<file path="src/rtl/core_debug_loader.sv">
// Byte-stream debug loader: host frames load or read the core's instruction and data RAMs
// through their second ports, and control the core reset.
module core_debug_loader #(
  parameter int unsigned TIMEOUT_CYCLES = 65535
) (
  input  logic        CPU_CLK,
  input  logic        CPU_RST,
  input  logic        rx_valid,
  input  logic [7:0]  rx_data,
  output logic        rx_ready,
  output logic        tx_valid,
  output logic [7:0]  tx_data,
  input  logic        tx_ready,
  output logic        core_rst,
  output logic [31:0] iram_a2,
  output logic [31:0] iram_wd2,
  output logic [3:0]  iram_we2,
  output logic [31:0] dram_a2,
  output logic [31:0] dram_wd2,
  output logic [3:0]  dram_we2,
  input  logic [31:0] dram_rd2,
  output logic        busy,
  output logic        err
);

  localparam logic [2:0] S_CMD   = 3'd0;
  localparam logic [2:0] S_ADDR  = 3'd1;
  localparam logic [2:0] S_CNT   = 3'd2;
  localparam logic [2:0] S_DATA  = 3'd3;
  localparam logic [2:0] S_RREQ  = 3'd4;
  localparam logic [2:0] S_RSEND = 3'd5;

  localparam logic [7:0] C_CLR    = 8'h00;
  localparam logic [7:0] C_LOAD_I = 8'h01;
  localparam logic [7:0] C_LOAD_D = 8'h02;
  localparam logic [7:0] C_READ_D = 8'h03;
  localparam logic [7:0] C_RUN    = 8'h04;
  localparam logic [7:0] C_HALT   = 8'h05;

  localparam logic [31:0] TMO_LAST = 32'(TIMEOUT_CYCLES - 1);

  logic [2:0]  state_q, state_d;
  logic [1:0]  cmd_q, cmd_d;
  logic [1:0]  idx_q, idx_d;
  logic [31:0] addr_q, addr_d;
  logic [15:0] cnt_q, cnt_d;
  logic [31:0] word_q, word_d;
  logic [31:0] tmo_q, tmo_d;
  logic        rph_q, rph_d;
  logic        core_rst_q, core_rst_d;
  logic        err_q, err_d;
  logic        busy_q, busy_d;
  logic        rx_ready_q, rx_ready_d;
  logic        tx_valid_q, tx_valid_d;
  logic [7:0]  tx_data_q, tx_data_d;
  logic [31:0] iram_a2_q, iram_a2_d, iram_wd2_q, iram_wd2_d;
  logic [3:0]  iram_we2_q, iram_we2_d;
  logic [31:0] dram_a2_q, dram_a2_d, dram_wd2_q, dram_wd2_d;
  logic [3:0]  dram_we2_q, dram_we2_d;
  logic        accept, err_set, err_clr;

  // Frame decode, RAM access sequencing and idle timeout.
  always_comb begin
    state_d    = state_q;
    cmd_d      = cmd_q;
    idx_d      = idx_q;
    addr_d     = addr_q;
    cnt_d      = cnt_q;
    word_d     = word_q;
    tmo_d      = tmo_q;
    rph_d      = rph_q;
    core_rst_d = core_rst_q;
    tx_data_d  = tx_data_q;
    iram_a2_d  = iram_a2_q;
    iram_wd2_d = iram_wd2_q;
    iram_we2_d = 4'b0000;
    dram_a2_d  = dram_a2_q;
    dram_wd2_d = dram_wd2_q;
    dram_we2_d = 4'b0000;
    err_set    = 1'b0;
    err_clr    = 1'b0;
    accept     = rx_valid & rx_ready_q;

    case (state_q)
      S_CMD: begin
        if (accept) begin
          case (rx_data)
            C_CLR:  err_clr = 1'b1;
            C_RUN:  core_rst_d = 1'b0;
            C_HALT: core_rst_d = 1'b1;
            C_LOAD_I, C_LOAD_D, C_READ_D: begin
              core_rst_d = 1'b1;
              cmd_d      = rx_data[1:0];
              idx_d      = 2'd0;
              tmo_d      = '0;
              state_d    = S_ADDR;
            end
            default: err_set = 1'b1;
          endcase
        end
      end
      S_ADDR: begin
        if (accept) begin
          addr_d[{idx_q, 3'b000} +: 8] = rx_data;
          idx_d = idx_q + 2'd1;
          if (idx_q == 2'd3) state_d = S_CNT;
        end
      end
      S_CNT: begin
        if (accept) begin
          if (idx_q == 2'd0) begin
            cnt_d[7:0] = rx_data;
            idx_d      = 2'd1;
          end else begin
            cnt_d[15:8] = rx_data;
            idx_d       = 2'd0;
            if ({rx_data, cnt_q[7:0]} == 16'd0) begin
              state_d = S_CMD;
            end else if (cmd_q == 2'b11) begin
              dram_a2_d = addr_q;
              rph_d     = 1'b0;
              state_d   = S_RREQ;
            end else begin
              state_d = S_DATA;
            end
          end
        end
      end
      S_DATA: begin
        if (accept) begin
          word_d[{idx_q, 3'b000} +: 8] = rx_data;
          idx_d = idx_q + 2'd1;
          if (idx_q == 2'd3) begin
            if (cmd_q == 2'b01) begin
              iram_a2_d  = addr_q;
              iram_wd2_d = {rx_data, word_q[23:0]};
              iram_we2_d = 4'b1111;
            end else begin
              dram_a2_d  = addr_q;
              dram_wd2_d = {rx_data, word_q[23:0]};
              dram_we2_d = 4'b1111;
            end
            addr_d = addr_q + 32'd4;
            cnt_d  = cnt_q - 16'd1;
            if (cnt_q == 16'd1) state_d = S_CMD;
          end
        end
      end
      S_RREQ: begin
        // Address was presented last cycle; read data is valid in this one.
        rph_d = 1'b1;
        if (rph_q) begin
          word_d    = dram_rd2;
          tx_data_d = dram_rd2[7:0];
          idx_d     = 2'd0;
          state_d   = S_RSEND;
        end
      end
      S_RSEND: begin
        if (tx_valid_q && tx_ready) begin
          idx_d = idx_q + 2'd1;
          if (idx_q == 2'd3) begin
            addr_d = addr_q + 32'd4;
            cnt_d  = cnt_q - 16'd1;
            if (cnt_q == 16'd1) begin
              state_d = S_CMD;
            end else begin
              dram_a2_d = addr_q + 32'd4;
              rph_d     = 1'b0;
              state_d   = S_RREQ;
            end
          end else begin
            tx_data_d = word_q[{2'(idx_q + 2'd1), 3'b000} +: 8];
          end
        end
      end
      default: state_d = S_CMD;
    endcase

    // Idle timeout only while the host owes us bytes; a pending partial word is dropped.
    if (state_q == S_ADDR || state_q == S_CNT || state_q == S_DATA) begin
      if (accept) begin
        tmo_d = '0;
      end else if (tmo_q >= TMO_LAST) begin
        tmo_d   = '0;
        idx_d   = 2'd0;
        err_set = 1'b1;
        state_d = S_CMD;
      end else begin
        tmo_d = tmo_q + 32'd1;
      end
    end

    err_d = err_q;
    if (err_clr) err_d = 1'b0;
    if (err_set) err_d = 1'b1;

    rx_ready_d = (state_d == S_CMD) || (state_d == S_ADDR) ||
                 (state_d == S_CNT) || (state_d == S_DATA);
    tx_valid_d = (state_d == S_RSEND);
    busy_d     = (state_d != S_CMD);
  end

  always_ff @(posedge CPU_CLK or posedge CPU_RST) begin
    if (CPU_RST) begin
      state_q    <= S_CMD;
      cmd_q      <= 2'b00;
      idx_q      <= 2'd0;
      addr_q     <= '0;
      cnt_q      <= '0;
      word_q     <= '0;
      tmo_q      <= '0;
      rph_q      <= 1'b0;
      core_rst_q <= 1'b1;
      err_q      <= 1'b0;
      busy_q     <= 1'b0;
      rx_ready_q <= 1'b0;
      tx_valid_q <= 1'b0;
      tx_data_q  <= '0;
      iram_a2_q  <= '0;
      iram_wd2_q <= '0;
      iram_we2_q <= 4'b0000;
      dram_a2_q  <= '0;
      dram_wd2_q <= '0;
      dram_we2_q <= 4'b0000;
    end else begin
      state_q    <= state_d;
      cmd_q      <= cmd_d;
      idx_q      <= idx_d;
      addr_q     <= addr_d;
      cnt_q      <= cnt_d;
      word_q     <= word_d;
      tmo_q      <= tmo_d;
      rph_q      <= rph_d;
      core_rst_q <= core_rst_d;
      err_q      <= err_d;
      busy_q     <= busy_d;
      rx_ready_q <= rx_ready_d;
      tx_valid_q <= tx_valid_d;
      tx_data_q  <= tx_data_d;
      iram_a2_q  <= iram_a2_d;
      iram_wd2_q <= iram_wd2_d;
      iram_we2_q <= iram_we2_d;
      dram_a2_q  <= dram_a2_d;
      dram_wd2_q <= dram_wd2_d;
      dram_we2_q <= dram_we2_d;
    end
  end

  assign rx_ready = rx_ready_q;
  assign tx_valid = tx_valid_q;
  assign tx_data  = tx_data_q;
  assign core_rst = core_rst_q;
  assign iram_a2  = iram_a2_q;
  assign iram_wd2 = iram_wd2_q;
  assign iram_we2 = iram_we2_q;
  assign dram_a2  = dram_a2_q;
  assign dram_wd2 = dram_wd2_q;
  assign dram_we2 = dram_we2_q;
  assign busy     = busy_q;
  assign err      = err_q;

endmodule

</file>
<file path="config.mk">
export PLATFORM = sky130hd
export DESIGN_NAME = core_debug_loader
export DESIGN_NICKNAME = d
export VERILOG_FILES = /design/src/rtl/core_debug_loader.sv
export SDC_FILE = /design/constraint.sdc
export NUM_CORES = 1
export LEC_CHECK = 0
export ABC_AREA = 0
export CAP_MARGIN = 20
export CORE_ASPECT_RATIO = 1.5
export CORE_UTILIZATION = 40
export DETAILED_ROUTE_END_ITERATION = 16
export GPL_TIMING_DRIVEN = 1
export PLACE_DENSITY = 0.66
export SYNTH_ARGS = -nofsm -noshare
export SYNTH_HDL_FRONTEND = slang
export SYNTH_SLANG_ARGS = --single-unit
</file>
<file path="constraint.sdc">
create_clock -name CPU_CLK -period 12.38 [get_ports CPU_CLK]
set_input_delay 1.238 -clock CPU_CLK [delete_from_list [all_inputs] [get_ports CPU_CLK]]
set_output_delay 1.238 -clock CPU_CLK [all_outputs]
set_load 0.1 [all_outputs]
</file>
==> metrics.txt, run 1 <==
# TYPE chip_impl_metric gauge
chip_impl_info{name="run_status",value="complete, no violations"} 1
chip_impl_metric{name="place_congestion",unit=""} 0.872
chip_impl_info{name="rsz_0062_raised_after_global_routing",value="false"} 1
chip_impl_info{name="holdCritPathClass",value="reg2reg"} 1
chip_impl_metric{name="synth_enable_flop_cells",unit=""} 0
chip_impl_metric{name="ant_nets",unit=""} 0
chip_impl_metric{name="cts_repair_resize_count",unit=""} 0
chip_impl_metric{name="antenna_found_initial",unit=""} 2
chip_impl_metric{name="syn-cell-area",unit="sq um"} 12900
chip_impl_metric{name="hold-worst-slack",unit="ns"} 0.491
chip_impl_info{name="synth_top_flop_cell",value="dfrtp_1"} 1
chip_impl_info{name="criticalPathCategory",value="in2reg"} 1
chip_impl_metric{name="timing.critical_path.fanout_max",unit=""} 13
chip_impl_metric{name="power_density",unit="nW/um^2"} 220
chip_impl_metric{name="maxClockFrequency",unit="MHz"} 266
chip_impl_metric{name="postSynthAreaPerCell",unit="sq um"} 9.91
chip_impl_metric{name="cts_sink_cnt",unit=""} 263
chip_impl_metric{name="setup_tns",unit="ns"} 0
chip_impl_metric{name="timing.final.crit_share",unit=""} 0.304
chip_impl_metric{name="maxCapViolCount",unit=""} 0
chip_impl_metric{name="cts-htree-levels",unit=""} 1
chip_impl_metric{name="post_synth_inst_count",unit=""} 1301
chip_impl_metric{name="fin_util",unit=""} 0.505
chip_impl_metric{name="via_count",unit=""} 10700
chip_impl_metric{name="syn-num-nets",unit=""} 1355
chip_impl_metric{name="layout-drive-gt1-share",unit=""} 0.135
chip_impl_metric{name="power.ir.vdd_worst",unit="uV"} 149
chip_impl_metric{name="path_clk_slew",unit="ns"} 0.06
chip_impl_metric{name="globalRoute.totalOverflow",unit=""} 0
chip_impl_metric{name="arrival_time_reported_for_the_critical_path_endpoint",unit="ns"} 4.24
chip_impl_metric{name="core_area",unit="sq um"} 31700
chip_impl_metric{name="ys_async_sr_fraction",unit=""} 1.00
chip_impl_metric{name="synth_seq_cells",unit=""} 263
chip_impl_metric{name="seq_area_frac_synth",unit=""} 0.511
chip_impl_info{name="worst_setup_path_end_kind",value="flip-flop"} 1
chip_impl_metric{name="detail_route.first_pass.iterations",unit=""} 7
chip_impl_metric{name="timing_max_transition_violations_final",unit=""} 0
chip_impl_metric{name="first_global_vias",unit=""} 10700
chip_impl_metric{name="finClkSkew",unit="ns"} 0.0301
chip_impl_metric{name="cts_setup_buffers",unit=""} 0
chip_impl_metric{name="cts_hold_buffers",unit=""} 0
chip_impl_metric{name="worstSkewPairLatency",unit="ns"} 0.56
chip_impl_metric{name="route.final.wire_length",unit="mm"} 37.1
chip_impl_metric{name="cts-buffers-inserted",unit=""} 26
chip_impl_metric{name="worst-endpoint-required",unit="ns"} 12.86
chip_impl_metric{name="number_of_endpoints_failing_setup_at_the_final_stage",unit=""} 0
chip_impl_metric{name="ios",unit=""} 193
chip_impl_metric{name="groute.usage.overall",unit=""} 0.229
chip_impl_metric{name="yosysWarnings",unit=""} 0
chip_impl_metric{name="num_rows",unit=""} 80
chip_impl_metric{name="route.detailed.drc",unit=""} 0
chip_impl_metric{name="height_of_the_die",unit="um"} 222
chip_impl_metric{name="clk_path_buf_depth",unit=""} 3
chip_impl_metric{name="pin_count_of_the_biggest_net_entering_global_routing",unit=""} 146
chip_impl_metric{name="post_drt_via_cell_ratio",unit=""} 5.68
chip_impl_metric{name="totalPowerFinal",unit="mW"} 3.53
chip_impl_metric{name="power.leakage",unit="nW"} 6.66
chip_impl_metric{name="hold_violations",unit=""} 0
chip_impl_metric{name="period_minus_slack",unit="ns"} 3.77
chip_impl_metric{name="routed_wire_length_per_instance",unit="um"} 19.8
chip_impl_metric{name="initial_core_util",unit=""} 0.406
chip_impl_info{name="critPathLaunchType",value="input port"} 1
chip_impl_metric{name="die_width",unit="um"} 149
chip_impl_metric{name="numPortBuffers",unit=""} 192
chip_impl_info{name="cts_tree",value="done"} 1
chip_impl_metric{name="final_nets",unit=""} 1497
chip_impl_metric{name="place.detailed.hpwl",unit="mm"} 25.3
chip_impl_metric{name="area_growth",unit="%"} 24.4
chip_impl_metric{name="timing_worst_slew_pin_value",unit="ns"} 1.09
chip_impl_metric{name="synthDistinctLibCells",unit=""} 61
chip_impl_metric{name="n_fill_cell",unit=""} 2900
chip_impl_metric{name="detail_route.iter0.violations",unit=""} 693
chip_impl_metric{name="slew-limit-headroom",unit=""} 0.273
chip_impl_metric{name="die_area",unit="sq um"} 33000
chip_impl_metric{name="grt_first_pass_wirelength",unit="mm"} 59.7
chip_impl_info{name="clockRootBuffer",value="clkbuf_16"} 1
cells in the mapped netlist, types with 19 or more instances:
| cell type | count | area, sq um |
|---|---|---|
| a21oi_1 | 130 | 651 |
| a22oi_1 | 24 | 180 |
| a31oi_1 | 39 | 244 |
| and2_1 | 19 | 119 |
| buf_2 | 19 | 95.1 |
| clkbuf_1 | 57 | 214 |
| dfrtp_1 | 262 | 6560 |
| mux2_2 | 102 | 1150 |
| nand2_1 | 90 | 338 |
| nand3_1 | 32 | 160 |
| nand4_1 | 27 | 169 |
| nor2_1 | 164 | 616 |
| nor3_1 | 33 | 165 |
| nor4_1 | 19 | 119 |
| o21ai_0 | 75 | 375 |
| xnor2_1 | 19 | 166 |
per-layer routing:
layer	routed length [um]	track usage	vias to the layer above
met5	0	0	-
met4	1310	0.0901	0
met3	2630	0.0432	78
met2	18500	0.394	388
met1	14600	0.280	5222
li1	-	-	4966
cell families (layout without fill, tap and decap cells):
| family | Yosys count | count (layout) | synth area share |
|---|---|---|---|
| simple gates | 438 | 438 | 0.161 |
| mux | 111 | 111 | 0.104 |
| other cells | 0 | 2 | 0 |
| fa+ha+maj | 10 | 10 | 0.00971 |
| compound gates | 336 | 336 | 0.156 |
| flops | 263 | 263 | 0.511 |
| buf+inv | 114 | 276 | 0.0388 |
| xor+xnor | 29 | 29 | 0.0197 |
critical path, cell delays in order:
cell,delay [ns]
clkdlybuf4s50_1,0.92
nor4_1,0.62
a41oi_1,0.22
nor2_1,0.45
nand4_1,0.22
nor4_1,0.41
o21a_1,0.16
flip-flops by register name, summed over array words and instances (netlist names), 8 cells and up:
name      flops
dram_a2      32
word_q       32
tmo_q        32
iram_a2      32
tx_data       8
dram_wd2     32
addr_q       32
cnt_q        16
iram_wd2     32
area by class of cell:
type | instances | area, sq um | share of cell area
well taps | 410 | 513 | 0.0320
diodes | 2 | 5.00 | 0.000312
clock buffers | 39 | 769 | 0.0480
flip-flops and latches | 263 | 6580 | 0.411
multi-input cells | 924 | 5850 | 0.365
inverters | 15 | 63.8 | 0.00398
clock inverters | 9 | 134 | 0.00835
repair buffers | 213 | 2120 | 0.132
cell usage in the layout (no fill, tap or decap), types with 26 or more instances in the layout:
master / n
mux2_2: 102
a21oi_1: 130
clkbuf_16: 26
dfrtp_1: 262
clkdlybuf4s50_1: 192
nor3_1: 33
a31oi_1: 39
nand4_1: 27
o21ai_0: 74
nand2_1: 90
nand3_1: 32
nor2_1: 162
power breakdown:
part           internal (mW)  total (mW)  leakage [nW]  switching [mW]
sequential              1.04        1.28          3.41           0.235
clock                  0.493       0.840         0.443           0.347
combinational          0.437        1.42          2.81           0.979
worst paths after layout:
check / start / end / slack [ns] / cells after the start
max in group asynchronous: CPU_RST / tmo_q[9]$_DFFE_PP0P_ / 9.23 / 4
worst min-delay path: tmo_q[31]$_DFFE_PP0P_ / tmo_q[31]$_DFFE_PP0P_ / 0.49 / 1
worst max register to register: idx_q[0]$_DFF_PP0_ / dram_a2[0]$_DFFE_PP0P_ / 9.17 / 7
min in group asynchronous: CPU_RST / iram_a2[23]$_DFFE_PP0P_ / 1.11 / 2
worst max-delay path: rx_data[6] / tmo_q[28]$_DFFE_PP0P_ / 8.61 / 7
worst min register to register: tmo_q[31]$_DFFE_PP0P_ / tmo_q[31]$_DFFE_PP0P_ / 0.49 / 1
metrics by stage:
step           setup WS, ns  cells  instance area (sq um)
3_3_place_gp           8.20   1816                  15000
2_1_floorplan          3.90   1301                  12900
3_5_place_dp           8.17   1819                  15000
5_1_grt                8.49   1875                  16000
6_report               8.61   1875                  16000
4_1_cts                8.74   1867                  15900
Power figures use the tool's default switching activity.
==> inputs of run 2 (changes only) <==
==> constraint.sdc (replaced) <==
create_clock -name CPU_CLK -period 3.75 [get_ports CPU_CLK]
set_input_delay 0.375 -clock CPU_CLK [delete_from_list [all_inputs] [get_ports CPU_CLK]]
set_output_delay 0.375 -clock CPU_CLK [all_outputs]
set_load 0.1 [all_outputs]
==> run 2 against run 1 <==
Critical path depth up 2; critical endpoint is now dram_a2[17]$_DFFE_PP0P_; setup slack got worse by 7.8 ns; utilization rose by 0.58 points; die area unchanged.
==> metrics.txt, run 2 (synthesis gave the netlist of run 1 again) <==
# TYPE chip_impl_metric gauge
chip_impl_info{name="run_status",value="complete, no violations"} 1
chip_impl_metric{name="place_congestion",unit=""} 0.930
chip_impl_info{name="clockRootBuffer",value="clkbuf_16"} 1
chip_impl_metric{name="ios",unit=""} 193
chip_impl_metric{name="power.ir.vdd_worst",unit="uV"} 357
chip_impl_metric{name="maxCapViolCount",unit=""} 0
chip_impl_metric{name="globalRoute.totalOverflow",unit=""} 0
chip_impl_metric{name="num_rows",unit=""} 80
chip_impl_metric{name="worstRegToRegCells",unit=""} 9
chip_impl_metric{name="die_width",unit="um"} 149
chip_impl_info{name="critPathLaunchType",value="flip-flop"} 1
chip_impl_metric{name="via_count",unit=""} 10700
chip_impl_info{name="rsz_0062_raised_after_global_routing",value="false"} 1
chip_impl_info{name="crit_chain",value="ha_1 > nand3_1 > o21ai_0 > nand2_1 > a22oi_2 > buf_4 > buf_4 > nor2_1 > a21oi_1"} 1
chip_impl_metric{name="power.leakage",unit="nW"} 6.79
chip_impl_metric{name="core_area",unit="sq um"} 31700
chip_impl_metric{name="pin_count_of_the_biggest_net_entering_global_routing",unit=""} 75
chip_impl_info{name="holdCritPathClass",value="in2async"} 1
chip_impl_metric{name="swShare",unit=""} 0.440
chip_impl_metric{name="arrival_time_reported_for_the_critical_path_endpoint",unit="ns"} 3.44
chip_impl_metric{name="period_minus_slack",unit="ns"} 2.97
chip_impl_metric{name="path_clk_slew",unit="ns"} 0.06
chip_impl_metric{name="power_density",unit="nW/um^2"} 727
chip_impl_metric{name="timing.final.crit_share",unit=""} 0.792
chip_impl_metric{name="cts_repair_resize_count",unit=""} 0
chip_impl_metric{name="timing.critical_path.fanout_max",unit=""} 41
chip_impl_metric{name="routed_wire_length_per_instance",unit="um"} 19.7
chip_impl_metric{name="slew-limit-headroom",unit=""} 0.282
chip_impl_metric{name="antenna_found_initial",unit=""} 0
chip_impl_metric{name="height_of_the_die",unit="um"} 222
chip_impl_metric{name="power.share.combinational",unit=""} 0.404
chip_impl_metric{name="dp.cells",unit=""} 1845
chip_impl_metric{name="cts-buffers-inserted",unit=""} 27
chip_impl_info{name="cts_tree",value="done"} 1
chip_impl_metric{name="number_of_endpoints_failing_setup_at_the_final_stage",unit=""} 0
chip_impl_info{name="critPathSlowestCell",value="dfrtp_1"} 1
chip_impl_metric{name="maxClockFrequency",unit="MHz"} 337
chip_impl_metric{name="fin_util",unit=""} 0.511
chip_impl_metric{name="setup.reg_to_reg.worst_slack",unit="ns"} 0.78
chip_impl_metric{name="detail_route.iter0.violations",unit=""} 665
chip_impl_metric{name="route.detailed.drc",unit=""} 0
chip_impl_metric{name="timing_max_transition_violations_final",unit=""} 0
chip_impl_metric{name="die_area",unit="sq um"} 33000
chip_impl_metric{name="clk_path_buf_depth",unit=""} 3
chip_impl_metric{name="worst-endpoint-required",unit="ns"} 4.22
chip_impl_metric{name="detail_route.first_pass.iterations",unit=""} 5
chip_impl_info{name="layout_commonest_cell",value="dfrtp_1"} 1
chip_impl_metric{name="area_growth",unit="%"} 25.8
chip_impl_metric{name="final_cell_count_no_fill",unit=""} 1898
chip_impl_metric{name="timing_worst_slew_pin_value",unit="ns"} 1.07
chip_impl_metric{name="pint",unit="mW"} 6.61
chip_impl_metric{name="n_fill_cell",unit=""} 2850
chip_impl_metric{name="route.final.wire_length",unit="mm"} 37.3
chip_impl_metric{name="critPathMaxStageDelay",unit="ns"} 0.79
chip_impl_metric{name="first_global_vias",unit=""} 10600
chip_impl_info{name="critical-path-top-cell-by-count",value="buf_4"} 1
chip_impl_metric{name="power.net_switching",unit="mW"} 5.19
chip_impl_metric{name="cts_hold_buffers",unit=""} 0
chip_impl_metric{name="final_nets",unit=""} 1521
chip_impl_metric{name="cts_sink_cnt",unit=""} 263
chip_impl_metric{name="initial_core_util",unit=""} 0.406
chip_impl_info{name="final_cell_mix",value="dfrtp_1 (262), clkdlybuf4s50_1 (192), nor2_1 (162), a21oi_1 (130), mux2_2 (102)"} 1
chip_impl_metric{name="worstSkewPairLatency",unit="ns"} 0.57
chip_impl_metric{name="layout-drive-gt1-share",unit=""} 0.152
chip_impl_metric{name="hold_violations",unit=""} 0
chip_impl_metric{name="diodes",unit=""} 0
chip_impl_metric{name="post_drt_via_cell_ratio",unit=""} 5.64
chip_impl_metric{name="numPortBuffers",unit=""} 192
chip_impl_metric{name="ant_nets",unit=""} 0
chip_impl_metric{name="finClkSkew",unit="ns"} 0.0329
chip_impl_metric{name="place.detailed.hpwl",unit="mm"} 26.4
chip_impl_metric{name="pwr-share-seq",unit=""} 0.355
chip_impl_metric{name="cts_setup_buffers",unit=""} 0
chip_impl_metric{name="power.share.clock",unit=""} 0.241
chip_impl_metric{name="cts-htree-levels",unit=""} 1
chip_impl_metric{name="groute.usage.overall",unit=""} 0.229
chip_impl_metric{name="grt_first_pass_wirelength",unit="mm"} 59.3
chip_impl_info{name="worst_setup_path_end_kind",value="flip-flop"} 1
chip_impl_info{name="criticalPathCategory",value="reg2reg"} 1
-- run 2: cell types whose count changed in the layout (fill, tap and decap cells not counted), moves of 2 or more --
cell	delta
clkinv_2	+6
diode_2	-2
clkbuf_1	-3
clkbuf_8	-4
buf_4	+24
buf_12	+2
-- run 2: critical path: cells and delay by family (launching register included) --
| kind | cells | cell delay [ns] |
|---|---|---|
| AO/OA/AOI/OAI | 3 | 0.51 |
| flip-flops | 1 | 0.79 |
| AND/OR/NAND/NOR | 3 | 0.36 |
| buffers and inverters | 2 | 0.72 |
| adder cells (fa/ha/maj) | 1 | 0.50 |
-- run 2: final cells by class --
cell class	count	area (sq um)	share of cell area
Sequential cell	263	6580	0.406
Multi-Input combinational cell	924	5850	0.360
Timing Repair Buffer	236	2290	0.141
Clock buffer	34	742	0.0457
Tap cell	410	513	0.0316
Clock inverter	16	186	0.0115
Inverter	15	60.1	0.00370
-- run 2: power by group through the flow --
stage	combinational (mW)	clock, mW	sequential (mW)
after global routing	5.12	3.00	4.27
after floorplan	2.21	0	5.39
final	4.77	2.84	4.18
after global placement	4.67	0	4.21
after detailed placement	4.73	0	4.23
after CTS	4.76	2.90	4.18
-- run 2: per-stage QoR --
stage,TNS (ns),power (mW),instance area [sq um],setup slack [ns],hold slack (ns)
4_1_cts,0,11.8,16200,0.774,0.261
3_5_place_dp,0,8.97,15300,0.798,0.470
3_3_place_gp,0,8.88,15300,0.894,0.473
5_1_grt,0,12.4,16200,0.414,0.302
6_report,0,11.8,16200,0.781,0.260
2_1_floorplan,-24.55,7.60,12900,-0.0937,0.454
-- run 2: per-layer routing --
metal | GRT usage | vias up | wire length [um]
li1 | - | 5010 | -
met1 | 0.286 | 5246 | 15100
met2 | 0.389 | 372 | 18600
met3 | 0.0360 | 80 | 2230
met4 | 0.101 | 0 | 1400
met5 | 0 | - | 0
-- run 2: worst paths after layout --
kind / start / to
worst min-delay path: CPU_RST / iram_a2[4]$_DFFE_PP0P_
max in group asynchronous: CPU_RST / dram_a2[20]$_DFFE_PP0P_
worst max-delay path: idx_q[0]$_DFF_PP0_ / dram_a2[17]$_DFFE_PP0P_
worst max register to register: idx_q[0]$_DFF_PP0_ / dram_a2[17]$_DFFE_PP0P_
min in group CPU_CLK: dram_rd2[3] / tx_data[3]$_DFFE_PP0P_
worst min register to register: core_rst$_DFFE_PP1P_ / core_rst$_DFFE_PP1P_
